### config.mk
export PLATFORM = sky130hd
export DESIGN_NAME = stream_demux_1_4_flat
export DESIGN_NICKNAME = d
export VERILOG_FILES = /design/src/rtl/stream_demux_1_4_if.sv /design/src/rtl/stream_demux_1_4.sv /design/src/flat_wrapper.sv
export SDC_FILE = /design/constraint.sdc
export NUM_CORES = 1
export LEC_CHECK = 0
export CORE_MARGIN = 2
export CORE_UTILIZATION = 43
export CTS_CLUSTER_DIAMETER = 120
export CTS_CLUSTER_SIZE = 10
export DETAILED_ROUTE_END_ITERATION = 7
export MAX_ROUTING_LAYER = met4
export PLACE_DENSITY = 0.72
export SETUP_SLACK_MARGIN = 0.1
export SLEW_MARGIN = 20
export SYNTH_ARGS = -nofsm -noshare
export SYNTH_HDL_FRONTEND = slang
export SYNTH_SLANG_ARGS = --single-unit
### constraint.sdc
create_clock -name clk -period 1.6 [get_ports clk]
set_clock_uncertainty 0.1 [all_clocks]
set_input_delay 0.16 -clock clk [delete_from_list [all_inputs] [get_ports clk]]
set_output_delay 0.16 -clock clk [all_outputs]
set_load 0.005 [all_outputs]
### src/rtl/stream_demux_1_4_if.sv
// rtl/stream_demux_1_4_if.sv - upstream and four-lane downstream handshake bundle for stream_demux_1_4
interface stream_demux_1_4_if #(
  parameter int WIDTH = 4,
  parameter int CNT_W = 8
);
  logic             up_vld;
  logic             up_rdy;
  logic [1:0]       up_sel;
  logic [WIDTH-1:0] up_data;
  logic [3:0]       down_vld;
  logic [3:0]       down_rdy;
  logic [WIDTH-1:0] down_data0;
  logic [WIDTH-1:0] down_data1;
  logic [WIDTH-1:0] down_data2;
  logic [WIDTH-1:0] down_data3;
  logic [CNT_W-1:0] cnt0;
  logic [CNT_W-1:0] cnt1;
  logic [CNT_W-1:0] cnt2;
  logic [CNT_W-1:0] cnt3;

  // Producer/consumer side: drives the upstream word and the downstream readies
  modport master (
    output up_vld, up_sel, up_data, down_rdy,
    input  up_rdy, down_vld, down_data0, down_data1, down_data2, down_data3,
           cnt0, cnt1, cnt2, cnt3
  );

  // Demultiplexer side
  modport slave (
    input  up_vld, up_sel, up_data, down_rdy,
    output up_rdy, down_vld, down_data0, down_data1, down_data2, down_data3,
           cnt0, cnt1, cnt2, cnt3
  );
endinterface

### src/rtl/stream_demux_1_4.sv
// rtl/stream_demux_1_4.sv - registered 1-to-4 valid/ready stream demultiplexer with per-lane delivery counters
module stream_demux_1_4 #(
  parameter int WIDTH = 4,
  parameter int CNT_W = 8
) (
  input logic               clk,
  input logic               rst,
  stream_demux_1_4_if.slave bus
);

  logic [WIDTH-1:0] data_q [4];
  logic [CNT_W-1:0] cnt_q  [4];
  logic [3:0]       vld_q;
  logic [3:0]       sel_en;
  logic [3:0]       load;
  logic [3:0]       drain;
  logic             up_rdy;
  logic             up_xfer;

  // One-hot lane enable from the select; only one lane is ever addressed
  always_comb begin
    sel_en = 4'b0000;
    sel_en[bus.up_sel] = 1'b1;
  end

  // Ready looks only at the addressed lane so a stalled neighbour never blocks
  // traffic; a full lane still accepts when its consumer drains in the same cycle.
  assign up_rdy  = ~vld_q[bus.up_sel] | bus.down_rdy[bus.up_sel];
  assign up_xfer = bus.up_vld & up_rdy;
  assign load    = sel_en & {4{up_xfer}};
  assign drain   = vld_q & bus.down_rdy;

  // Lane registers: refill wins over drain so back-to-back words leave no bubble
  always_ff @(posedge clk) begin
    if (rst) begin
      vld_q <= 4'b0000;
      for (int i = 0; i < 4; i++) begin
        data_q[i] <= '0;
        cnt_q[i]  <= '0;
      end
    end else begin
      for (int i = 0; i < 4; i++) begin
        if (load[i]) begin
          data_q[i] <= bus.up_data;
          vld_q[i]  <= 1'b1;
        end else if (drain[i]) begin
          vld_q[i]  <= 1'b0;
        end
        if (drain[i]) begin
          cnt_q[i] <= cnt_q[i] + CNT_W'(1);
        end
      end
    end
  end

  assign bus.up_rdy     = up_rdy;
  assign bus.down_vld   = vld_q;
  assign bus.down_data0 = data_q[0];
  assign bus.down_data1 = data_q[1];
  assign bus.down_data2 = data_q[2];
  assign bus.down_data3 = data_q[3];
  assign bus.cnt0       = cnt_q[0];
  assign bus.cnt1       = cnt_q[1];
  assign bus.cnt2       = cnt_q[2];
  assign bus.cnt3       = cnt_q[3];

endmodule

### src/flat_wrapper.sv
// flat-port wrapper written by rule: the top's interface ports become plain ports
module stream_demux_1_4_flat 
#(
  parameter int WIDTH = 4,
  parameter int CNT_W = 8
)
  (clk, rst, bus_up_vld, bus_up_sel, bus_up_data, bus_down_rdy, bus_up_rdy, bus_down_vld, bus_down_data0, bus_down_data1, bus_down_data2, bus_down_data3, bus_cnt0, bus_cnt1, bus_cnt2, bus_cnt3);
  stream_demux_1_4_if #(.WIDTH(WIDTH), .CNT_W(CNT_W)) bus_i ();
  input logic clk;
  input logic rst;
  input wire logic [$bits(bus_i.up_vld)-1:0] bus_up_vld;
  input wire logic [$bits(bus_i.up_sel)-1:0] bus_up_sel;
  input wire logic [$bits(bus_i.up_data)-1:0] bus_up_data;
  input wire logic [$bits(bus_i.down_rdy)-1:0] bus_down_rdy;
  output wire logic [$bits(bus_i.up_rdy)-1:0] bus_up_rdy;
  output wire logic [$bits(bus_i.down_vld)-1:0] bus_down_vld;
  output wire logic [$bits(bus_i.down_data0)-1:0] bus_down_data0;
  output wire logic [$bits(bus_i.down_data1)-1:0] bus_down_data1;
  output wire logic [$bits(bus_i.down_data2)-1:0] bus_down_data2;
  output wire logic [$bits(bus_i.down_data3)-1:0] bus_down_data3;
  output wire logic [$bits(bus_i.cnt0)-1:0] bus_cnt0;
  output wire logic [$bits(bus_i.cnt1)-1:0] bus_cnt1;
  output wire logic [$bits(bus_i.cnt2)-1:0] bus_cnt2;
  output wire logic [$bits(bus_i.cnt3)-1:0] bus_cnt3;
  assign bus_i.up_vld = bus_up_vld;
  assign bus_i.up_sel = bus_up_sel;
  assign bus_i.up_data = bus_up_data;
  assign bus_i.down_rdy = bus_down_rdy;
  assign bus_up_rdy = bus_i.up_rdy;
  assign bus_down_vld = bus_i.down_vld;
  assign bus_down_data0 = bus_i.down_data0;
  assign bus_down_data1 = bus_i.down_data1;
  assign bus_down_data2 = bus_i.down_data2;
  assign bus_down_data3 = bus_i.down_data3;
  assign bus_cnt0 = bus_i.cnt0;
  assign bus_cnt1 = bus_i.cnt1;
  assign bus_cnt2 = bus_i.cnt2;
  assign bus_cnt3 = bus_i.cnt3;
  stream_demux_1_4 #(.WIDTH(WIDTH), .CNT_W(CNT_W)) u_core (.clk(clk), .rst(rst), .bus(bus_i));
endmodule
# Word level (Yosys, flattened, before mapping)
# Memories as Yosys holds them, arrays and structs flattened.
# Cells that the tools add are included.
[classes]
n_shift = 0
order_cmp = 2
div = 0
mux = 48
eq_ne = 0
reduce_logical = 5
n_mul = 0
bitwise_logic = 13
addsub = 4
[ops]
columns = ["op", "n"]
rows = [
  ["2-to-1 mux 1 bit", 37],
  ["adder 8 x 1 -> 8 bit, second input constant", 4],
  ["2-to-1 mux 8 bit", 4],
  ["2-to-1 mux 4 bit", 4],
  ["OR 1 bit", 9],
  ["bitwise AND 4 bit", 2],
  ["nonzero test 2 bit", 4],
  ["binary-select mux 1 bit (select 2 bit)", 2],
  ["< comparator 2 x 3 -> 1 bit, second input constant", 1],
  ["demux 1 bit (select 2 bit)", 1],
  ["greater-or-equal comparator 2 x 1 -> 1 bit, second input constant", 1],
  ["bitwise AND 1 bit", 1],
  ["logical AND 1 bit", 1],
  ["inverter 1 bit", 1],
]
[word_totals]
n_memories = 2
latchBits = 0
romBits = 0
out_inout_bits = 53
ff_bits = 4
ramBits = 48
[memory_table]
columns = ["name", "depth", "word_bits", "rd", "rd_ports_with_merged_regs", "write_ports", "line_no", "text"]
rows = [
  ["u_core.cnt_q", 4, 8, 4, 0, 4, "stream_demux_1_4.sv:12", "logic [CNT_W-1:0] cnt_q [4];"],
  ["u_core.data_q", 4, 4, 4, 0, 4, "stream_demux_1_4.sv:11", "logic [WIDTH-1:0] data_q [4];"],
]

# Logic depth before layout (Yosys ltp)
[logic_depth]
depth_word = 10
ltp_mapped = 4
depth_no_buf = 4

# Worst setup path after synthesis
# No wires, ideal clock.
[synth_timing]
path_type = "register -> register"
from = "mem u_core.cnt_q[1][0]"
to = "mem u_core.cnt_q[1][6], data pin"
t_arrival_ns = 1.155
path_buffers = 0
setup_ns = 0.146
t_required_ns = 1.354
path_stages_with_launch = 5
path_slack_ns = 0.199
path_cell_list = "edfxtp_1 -> ha_1 -> inv_1 -> or3_1 -> a21oi_1"
[synth_lines]
columns = ["element", "line_no"]
rows = [
  ["start, declared", "stream_demux_1_4.sv:12"],
]

# Worst setup path in the final report
[layout_timing]
from = "in bus_up_sel[0]"
to = "out bus_up_rdy"
[layout_via]
elab_chain_cells = 4
elab_cells_between_ends = 6
[layout_rtl]
columns = ["element", "line_no", "text"]
rows = [
  ["start, declared", "flat_wrapper.sv:12", "input wire logic [$bits(bus_i.up_sel)-1:0] bus_up_sel;"],
  ["binary-select mux 1 bit (select 2 bit)", "stream_demux_1_4.sv:28", "assign up_rdy = ~vld_q[bus.up_sel] | bus.down_rdy[bus.up_sel];"],
  ["2-to-1 mux 1 bit (implied by the code)", "stream_demux_1_4.sv:28", ""],
  ["inverter 1 bit", "stream_demux_1_4.sv:28", ""],
  ["OR 1 bit (*)", "stream_demux_1_4.sv:28", ""],
  ["end, declared", "flat_wrapper.sv:15", "output wire logic [$bits(bus_i.up_rdy)-1:0] bus_up_rdy;"],
]
# Mark *: on every way between the ends. The rest lies on a longest branch, timed or not. The select of a mux whose other input is x is not followed.

==> results.cfg <==
[outcome]
status = complete, but fails checks
violations = negative setup slack

[pwr]
p_per_area_nw_per_um2 = 825
power_mw = 3.21
leakagePower_nw = 1.57
ir_worst_vdd_mv = 0.561

[clocking]
cts_tree = built
cts_root_buf = clkbuf_8
clk_path_buf_depth = 2
clock_latency_ns = 0.30
numCtsBuffers = 5
h-tree-depth = 2
cts.sinks = 52
cts_hold_buf = 0
clk_pin_slew_ns = 0.09

[setup_path]
r2r_cells = 5
cp_slowest_stage_delay_ns = 0.50
crit_fanout = 2
crit_arrival_ns = 1.35
reg2reg_slack_ns = 0.15
cp_top_family = buffers and inverters
crit_path_top_delay_cell = mux4_2
crit_required_ns = 1.34
path_class = in2out
path_depth = 4
start_kind = input port
cp_cell_sequence = clkdlybuf4s50_1 > inv_2 > mux4_2 > buf_2
cp-end-kind = output port
critical_path_buf_inv_count = 3

[global_routing]
overflow = 0
grt_pass1_vias = 2046
grt_pass1_wl_mm = 9.06
grtUsageTotal_pct = 19.0
antenna_found_initial = 0
grt_max_degree = 22

[placed_design]
io_buffers = 65
placed_area_um2 = 3450
gp_congestion = 0.817
dp_hpwl_mm = 3.86

[routing]
drt_iter0_markers = 91
drc = 0
ant_nets = 0
wl_per_cell_um = 13.9
dr.pass1.iters = 4
vias_per_cell = 5.10
vias = 2107
finalWirelength_mm = 5.75

[yosys]
ys_seq_area_share_pct = 61.4
synth_area_um2 = 2480
synth_nets = 238
synth_cells = 221
synthXorXnorAreaFrac_pct = 4.24
synth_seq_cells = 52
synth_top_family_by_area = simple AND/OR/NAND/NOR gates
avgSynthCellArea_um2 = 11.2
synthMuxAreaShare_pct = 0.909
synthSimpleGateAreaFrac_pct = 22.0
yosys_warnings = 0
synthAdderAreaFrac_pct = 2.02
synth_cell_types = 26
synth_compound_area_share_pct = 7.32

[sta]
worst_slack_ns = -0.00800
period_needed_ns = 1.61
maxSlewHeadroom_pct = 82.4
drv_slew = 0
rsz0062_at_grt = yes
fmax_mhz = 622
tightest_slew_ns = 0.264
finalCritPeriodShare_pct = 101
finalSetupViolCount = 1
final-hold-violation-count = 0

[layout]
antenna_cells = 0
final_cell_area_um2 = 3890
drive_gt1_share_pct = 27.0
final_common_cell = buf_4
utilization_pct = 70.2
nNetsFinal = 357
layout_common_cells = buf_4 (51), edfxtp_1 (48), clkdlybuf4s50_1 (43)
fillers = 420
area_growth_pct = 56.8

[floorplanning]
rows = 27
die_h_um = 79.9
start_util_pct = 44.7
core-area_um2 = 5540
ios = 66
chipWidth_um = 79.9
die-area_um2 = 6390

[hold_path]
min_path_cells = 4
hp-class = in2reg

[job]
drv_cap = 0
stage by stage:
step           hold WS (ns)  TNS [ns]  cells  worst slack [ns]
2_1_floorplan         0.225         0    221             0.199
3_3_place_gp          0.501    -0.647    378            -0.411
3_5_place_dp          0.508     -1.19    378            -0.381
4_1_cts               0.311  -0.00893    408          -0.00893
5_1_grt               0.332   -0.0512    413           -0.0512
6_report              0.324  -0.00800    413          -0.00800
path summary, 6_finish.rpt:
path	start	endpoint
hold reg to reg	u_core.bus.down_vld[2]	u_core.bus.down_vld[2]
hold / removal	bus_down_rdy[1]	u_core.bus.down_vld[1]
setup reg to reg	u_core.cnt_q[1][0]	u_core.cnt_q[1][6]
setup / recovery	bus_up_sel[0]	bus_up_rdy
routing by layer:
layer  global-route usage (%)  part of all wire [%]  up-vias
met4                     5.93                  0.92        0
met2                     31.9                    52       57
met3                     3.62                   4.4        6
met5                        -                     0        -
li1                         -                     -     1028
met1                     23.2                    42     1016
worst reg2reg max path, stage by stage (launching register included):
cell	delay [ns]
edfxtp_1	0.36
buf_4	0.13
ha_4	0.14
inv_1	0.05
or3_1	0.38
a21oi_2	0.15
cells by family after synthesis:
kind of cell | count (synthesis)
AND/OR/NAND/NOR | 107
buffers and inverters | 13
XOR/XNOR | 12
multiplexers | 1
AO/OA/AOI/OAI | 32
adder cells (fa/ha/maj) | 4
flip-flops | 52
Yosys cell counts:
master	count	area, µm²
nand4_2	4	50.1
inv_1	4	15.0
inv_2	1	3.75
dfxtp_1	4	80.1
nor2_1	37	139
nand2_1	13	48.8
nand3b_1	1	7.51
or2_2	4	25.0
nand3_1	20	100
ha_1	4	50.1
clkbuf_2	1	5.00
a31o_2	2	17.5
and2_1	4	25.0
nand2b_1	8	50.1
xnor2_1	4	35.0
edfxtp_1	48	1440
mux4_2	1	22.5
buf_2	2	10.0
a21oi_1	15	75.1
o21ai_0	12	60.1
or3_1	13	81.3
clkbuf_1	5	18.8
a21oi_2	1	8.76
nor2b_1	3	18.8
xor2_1	8	70.1
a41o_1	2	20.0
layout make-up:
| type | instances | area [µm²] | share of cell area, % |
|---|---|---|---|
| Timing Repair Buffer | 120 | 1110 | 28.5 |
| Multi-Input combinational cell | 156 | 987 | 25.4 |
| Inverter | 5 | 18.8 | 0.483 |
| Sequential cell | 52 | 1530 | 39.3 |
| Tap cell | 72 | 90.1 | 2.32 |
| Clock inverter | 3 | 90.1 | 2.32 |
| Clock buffer | 5 | 68.8 | 1.77 |
state kept, by name, summed over array words and instances (netlist names):
register,count
u_core.cnt_q,32
u_core.data_q,16
u_core.bus.down_vld,4
power breakdown:
group / internal (mW) / switching, mW
sequential: 1.54 / 0.0326
combinational: 0.245 / 0.177
clock: 0.782 / 0.430
total: 2.57 / 0.639
what timing repair did:
item,CTS,global route
setup buffers,22,5
resized for setup,28,16
pin swaps,0,1
endpoints found under the setup margin,29,15
(Power assumes the default switching activity.)
